[src/rtl/ranged_onehot_decoder.sv]
// ranged_onehot_decoder
//   Decodes in_binary into a one-hot word whose bit 0 corresponds to BASE.
//   Values below BASE, or at/above BASE+OUTPUT_WIDTH, produce a miss
//   instead of a one-hot bit. There is one registered result stage with a
//   valid/ready handshake on each side. A drain and a new load can happen
//   in the same cycle, so the stage sustains one result per cycle.
//
//   Optional feature: define RANGED_ONEHOT_DECODER_MISS_COUNT_EN to build
//   a saturating counter of accepted misses. Without the macro, miss_count
//   is tied to 0 and miss_clear is ignored.
//
// Ports
//   clock       sole clock, rising edge
//   reset_n     synchronous active-low reset
//   in_binary   value to decode
//   in_valid    in_binary valid this cycle
//   in_ready    stage can take in_binary this cycle (combinational)
//   out_onehot  registered one-hot result
//   out_miss    registered: accepted value mapped to no output bit
//   out_valid   out_onehot/out_miss hold a result
//   out_ready   consumer takes the result this cycle
//   miss_clear  synchronous miss counter clear
//   miss_count  saturating count of accepted misses
module ranged_onehot_decoder #(
    parameter int unsigned             BINARY_WIDTH     = 8,
    parameter int unsigned             OUTPUT_WIDTH     = 16,
    parameter logic [BINARY_WIDTH-1:0] BASE             = '0,
    parameter int unsigned             MISS_COUNT_WIDTH = 16
) (
    input  logic                        clock,
    input  logic                        reset_n,
    input  logic [BINARY_WIDTH-1:0]     in_binary,
    input  logic                        in_valid,
    output logic                        in_ready,
    output logic [OUTPUT_WIDTH-1:0]     out_onehot,
    output logic                        out_miss,
    output logic                        out_valid,
    input  logic                        out_ready,
    input  logic                        miss_clear,
    output logic [MISS_COUNT_WIDTH-1:0] miss_count
);

    localparam int unsigned OFFSET_WIDTH = BINARY_WIDTH + 1;

    logic [OFFSET_WIDTH-1:0] offset;
    logic                    in_range;
    logic [OUTPUT_WIDTH-1:0] decoded;
    logic                    accept;

    // The stage is free when empty or when its current result drains this cycle.
    assign in_ready = !out_valid || out_ready;
    assign accept   = in_valid && in_ready;

    // The extra offset bit keeps the subtraction exact. The explicit
    // lower-bound test is still needed: when OUTPUT_WIDTH exceeds
    // 2^BINARY_WIDTH, a wrapped negative offset could otherwise look in range.
    assign offset   = {1'b0, in_binary} - {1'b0, BASE};
    assign in_range = (in_binary >= BASE) && (64'(offset) < 64'(OUTPUT_WIDTH));

    // One-hot decode of the offset; all zero on a miss.
    always_comb begin
        decoded = '0;
        for (int unsigned i = 0; i < OUTPUT_WIDTH; i++) begin
            if (in_range && (64'(offset) == 64'(i))) begin
                decoded[i] = 1'b1;
            end
        end
    end

    // Result stage: a load has priority over a drain, which allows back-to-back results.
    always_ff @(posedge clock) begin
        if (!reset_n) begin
            out_valid  <= 1'b0;
            out_onehot <= '0;
            out_miss   <= 1'b0;
        end else if (accept) begin
            out_valid  <= 1'b1;
            out_onehot <= decoded;
            out_miss   <= !in_range;
        end else if (out_valid && out_ready) begin
            out_valid  <= 1'b0;
            out_onehot <= '0;
            out_miss   <= 1'b0;
        end
    end

`ifdef RANGED_ONEHOT_DECODER_MISS_COUNT_EN
    logic [MISS_COUNT_WIDTH-1:0] count_q;

    // Saturating miss counter; a clear wins over a same-cycle increment.
    always_ff @(posedge clock) begin
        if (!reset_n) begin
            count_q <= '0;
        end else if (miss_clear) begin
            count_q <= '0;
        end else if (accept && !in_range && (count_q != '1)) begin
            count_q <= count_q + MISS_COUNT_WIDTH'(1);
        end
    end

    assign miss_count = count_q;
`else
    logic unused_miss_clear;

    assign unused_miss_clear = miss_clear;
    assign miss_count        = '0;
`endif

endmodule

[config.mk]
export PLATFORM = sky130hd
export DESIGN_NAME = ranged_onehot_decoder
export DESIGN_NICKNAME = d
export VERILOG_FILES = /design/src/rtl/ranged_onehot_decoder.sv
export SDC_FILE = /design/constraint.sdc
export NUM_CORES = 1
export LEC_CHECK = 0
export ABC_AREA = 1
export ABC_CLOCK_PERIOD_IN_PS = 1100
export CAP_MARGIN = 5
export CORE_MARGIN = 4
export CORE_UTILIZATION = 36
export CTS_CLUSTER_DIAMETER = 30
export CTS_CLUSTER_SIZE = 12
export DETAILED_ROUTE_END_ITERATION = 16
export PLACE_DENSITY = 0.75
export SETUP_SLACK_MARGIN = 0.15
export SLEW_MARGIN = 30
export SYNTH_ARGS = -nofsm -noshare
export SYNTH_HDL_FRONTEND = slang
export SYNTH_SLANG_ARGS = --single-unit
[constraint.sdc]
create_clock -name clock -period 1.1 [get_ports clock]
set_clock_uncertainty 0.15 [all_clocks]
set_input_delay 0.275 -clock clock [delete_from_list [all_inputs] [get_ports clock]]
set_output_delay 0.275 -clock clock [all_outputs]
set_load 0.05 [all_outputs]
Word level (Yosys, flattened, before mapping) --
Index checks and enable logic that the tools add are counted.
Operators by class: mux-type cells 21, equal/unequal tests 15, reductions and logical operators 24, $lt $le $gt $ge 2
Operator list (number):
- equality test 8 x 4 -> 1 bit (second input constant) | 8
- equality test 8 x 3 -> 1 bit (second input constant) | 4
- 2-to-1 mux 16 bit | 2
- logical AND 1 bit | 19
- 2-to-1 mux 1 bit | 19
- equality test 8 x 2 -> 1 bit (second input constant) | 2
- logical NOT 9 bit | 1
- equality test 8 x 1 -> 1 bit (second input constant) | 1
- >= comparator 8 x 1 -> 1 bit (second input constant) | 1
- less-than comparator 8 x 5 -> 1 bit (second input constant) | 1
- logical NOT 1 bit | 2
- nonzero test 2 bit | 1
- logical OR 1 bit | 1
Storage, ports and cells: output and inout bits 35, bits of input ports 13, register bits after elaboration 18

Logic depth before layout (Yosys ltp) --
word-level depth 5, depth in mapped cells 7

Worst setup path after synthesis --
OpenSTA, ideal clock, no wires.
kind reg2reg, from reg out_valid, to reg out_onehot[0], arrival 1.613 ns, path buffers 2, path slack -0.729 ns, cell stages (with the launch flop) 7, clock period less this slack 1.829 ns, library setup time 0.066 ns, cell sequence dfxtp_1 > nand2_2 > nand2_2 > buf_6 > buf_8 > nand3_2 > a21oi_2
On the way: cells in the longest elaborated chain, start to end 4, elaborated cells between the ends (all ways) 6, those cells by class mux (1); reduce/logical (5)
RTL lines:
- start: declaration | RTL line 37 | output logic out_valid,
- start signal: assignment | RTL line 73 | out_valid <= 1'b0;
- start signal: assignment | RTL line 77 | out_valid <= 1'b1;
- start signal: assignment | RTL line 81 | out_valid <= 1'b0;
- logical NOT 1 bit (*) | RTL line 51 | assign in_ready = !out_valid || out_ready;
- logical OR 1 bit (*) | RTL line 51
- net in_ready | RTL line 34 | output logic in_ready,
- logical AND 1 bit (*) | RTL line 52 | assign accept = in_valid && in_ready;
- 2-to-1 mux 16 bit / nonzero test 2 bit (equally long branches)
- end signal: assignment | RTL line 78 | out_onehot <= decoded;
- end: declaration | RTL line 35 | output logic [OUTPUT_WIDTH-1:0] out_onehot,
The timed path passes the listed nets; every way through them passes the cells marked *. A chain may end at the register's enable or synchronous reset.

Worst setup path in the final report --
from reg out_valid, to out in_ready
On the way: cells in the longest elaborated chain, start to end 2
RTL lines (RTL line):
- logical NOT 1 bit | 51
- logical OR 1 bit | 51
- end: declaration | 34
No other way between the ends.

==> results.json <==
{
  "status": "complete, but fails checks",
  "violations": "setup timing",
  "ys_seq_area_share_pct": 36.1,
  "dp_hpwl_microns": 1830,
  "worstHoldPathCells": 2,
  "total_power_uw": 1500,
  "cellPowerDensity_nw_per_um2": 804,
  "routed_wl_microns": 3150,
  "final_nets": 195,
  "reg2reg_slack_ps": -290,
  "syn_inst": 129,
  "cp.buffers_inverters": 2,
  "die_h_microns": 60.7,
  "wl_per_cell_microns": 14.9,
  "fill_cells": 183,
  "grt_pass1_vias": 941,
  "rr_worst_depth": 7,
  "drc": 0,
  "synth_area_sq_um": 998,
  "viasPerCell": 4.78,
  "yosys_warnings": 0,
  "die_w_microns": 60.7,
  "overflow": 0,
  "grt_max_degree": 18,
  "antenna_found_initial": 1,
  "hold_violations": 0,
  "critPathLaunch": "out_valid",
  "initial_core_util_pct": 38.9,
  "grt_pass1_wl_microns": 4490,
  "cpMaxStageDelayCell": "dfxtp_4",
  "critPathKind": "flip-flop to primary output",
  "final_common_cell": "buf_12",
  "yosysTopAreaCell": "dfxtp_1",
  "hold_path_class": "flip-flop to flip-flop",
  "grt_setup_unrepaired": "yes",
  "rows": 18,
  "die_area_sq_um": 3680,
  "final_cell_mix": "buf_12, nand2_1, nor2_1, conb_1",
  "fin_ws_ps": -327,
  "worst_setup_path_start_kind": "flip-flop",
  "clockRootBuffer": "clkbuf_4",
  "grt_util_all_layers_pct": 16.6,
  "drt_iter0_drc": 18,
  "crit_family": "flip-flops",
  "cp.required_ps": 670,
  "vias": 1013,
  "ys_seq_elements": 18,
  "clock_latency_ps": 290,
  "fin_util_pct": 72.5,
  "path_cells": "nand2_8 -> buf_6 -> buf_12",
  "endpoint_kind": "primary output",
  "setup_viol": 37,
  "r2r_end": "out_onehot[10]",
  "yosysTopAreaCellShare_pct": 36.1,
  "ant_nets": 0,
  "area_growth_pct": 86.5,
  "leakage_uw": 0.000724,
  "gp_congestion": 0.806,
  "min_period_ps": 1430,
  "ys_types": 17,
  "drive_gt1_share_pct": 55.8,
  "drt_first_pass_iters": 4,
  "reg2reg_from": "out_valid",
  "port_buffers": 30,
  "cts.hold.buffers_added": 0,
  "core-area_sq_um": 2570,
  "crit_fanout": 3,
  "cts_tree": "built",
  "path_depth": 3,
  "yosys-top-cells-area": "dfxtp_1, buf_4, nand2_1",
  "critPathMaxStageDelay_ps": 400,
  "maxCapViolCount": 0,
  "slew_violations": 0,
  "cp.arrival_ps": 1000,
  "cts.sinks": 18,
  "stdcell_area_sq_um": 1860,
  "syn_area_per_cell_sq_um": 7.74,
  "htreeDepth": 1,
  "crit_end": "in_ready",
  "ctsLongestPathBuffers": 2,
  "max_freq_mhz": 701,
  "cts-buffers-inserted": 3,
  "io_pins": 48,
  "clk_pin_slew_ps": 100,
  "dpl-instance-area_sq_um": 1520,
  "ir_drop_mv": 0.712,
  "period_share_pct": 130
}
[through the flow]
step | hold slack, ps | setup slack (ps) | TNS [ps] | std cells
2_1_floorplan | 256 | -235 | -3210 | 144
3_3_place_gp | 318 | -623 | -11200 | 188
3_5_place_dp | 323 | -670 | -12010 | 188
4_1_cts | 339 | -331 | -6830 | 205
5_1_grt | 371 | -366 | -8870 | 212
6_report | 357 | -327 | -7410 | 212
[cell type report]
type / instances / area, sq um / share of cell area [%]
Inverter: 6 / 22.5 / 1.21
Clock buffer: 4 / 36.3 / 1.95
Sequential cell: 18 / 393 / 21.1
Multi-Input combinational cell: 99 / 586 / 31.5
Antenna cell: 1 / 2.50 / 0.134
Tap cell: 30 / 37.5 / 2.02
Timing Repair Buffer: 54 / 785 / 42.1
[power by group]
| group | switching [uW] | internal [uW] | total (uW) |
|---|---|---|---|
| clock network | 198 | 201 | 399 |
| logic | 282 | 156 | 438 |
| registers | 9.50 | 650 | 660 |
[state kept, by name, indices dropped and copies added (netlist names)]
signal	count
out_onehot	16
out_miss	1
out_valid	1
[cells by family after synthesis]
family,count (synthesis),share of synthesized area [%]
AOI/OAI and AO/OA,19,12.9
buffers and inverters,27,19.3
DFF,18,36.1
other,1,0.376
and+or+nand+nor,64,31.3
[how the worst min path moves through the flow]
stage / to / slack [ps] / from
final: out_onehot[2] / 360 / out_onehot[2]
after global routing: out_onehot[14] / 370 / out_onehot[14]
after CTS: out_miss / 340 / out_miss
after detailed placement: out_miss / 320 / out_miss
after global placement: out_miss / 320 / out_miss
after floorplan: out_miss / 260 / reset_n
[cells in the mapped netlist, drive strengths merged]
cell type	count
conb	1
nor2	19
inv	5
o21ai	1
dfxtp	18
clkinv	1
nand2	29
a21oi	18
buf	21
nand3	16
[layer usage]
layer | up-vias | GRT usage (%) | share of wire [%]
li1 | 485 | - | -
met1 | 469 | 18.4 | 39
met2 | 49 | 30.1 | 52
met3 | 10 | 2.98 | 6.2
met4 | 0 | 8.36 | 2.9
met5 | - | 0 | 0
[timing repair]
| action | 4_1_cts | 5_1_grt |
|---|---|---|
| pin swaps | 3 | 9 |
| endpoints found under the setup margin | 37 | 37 |
| buffers inserted | 11 | 5 |
| gates cloned | 2 | 1 |
| resized for setup | 14 | 16 |
| hold endpoints to repair | 0 | 0 |
[worst min-delay path: stages (launching register included)]
cell and delay (ps):
dfxtp_2 350, nand3_1 80, a21oi_1 50
(Power assumes the default switching activity.)
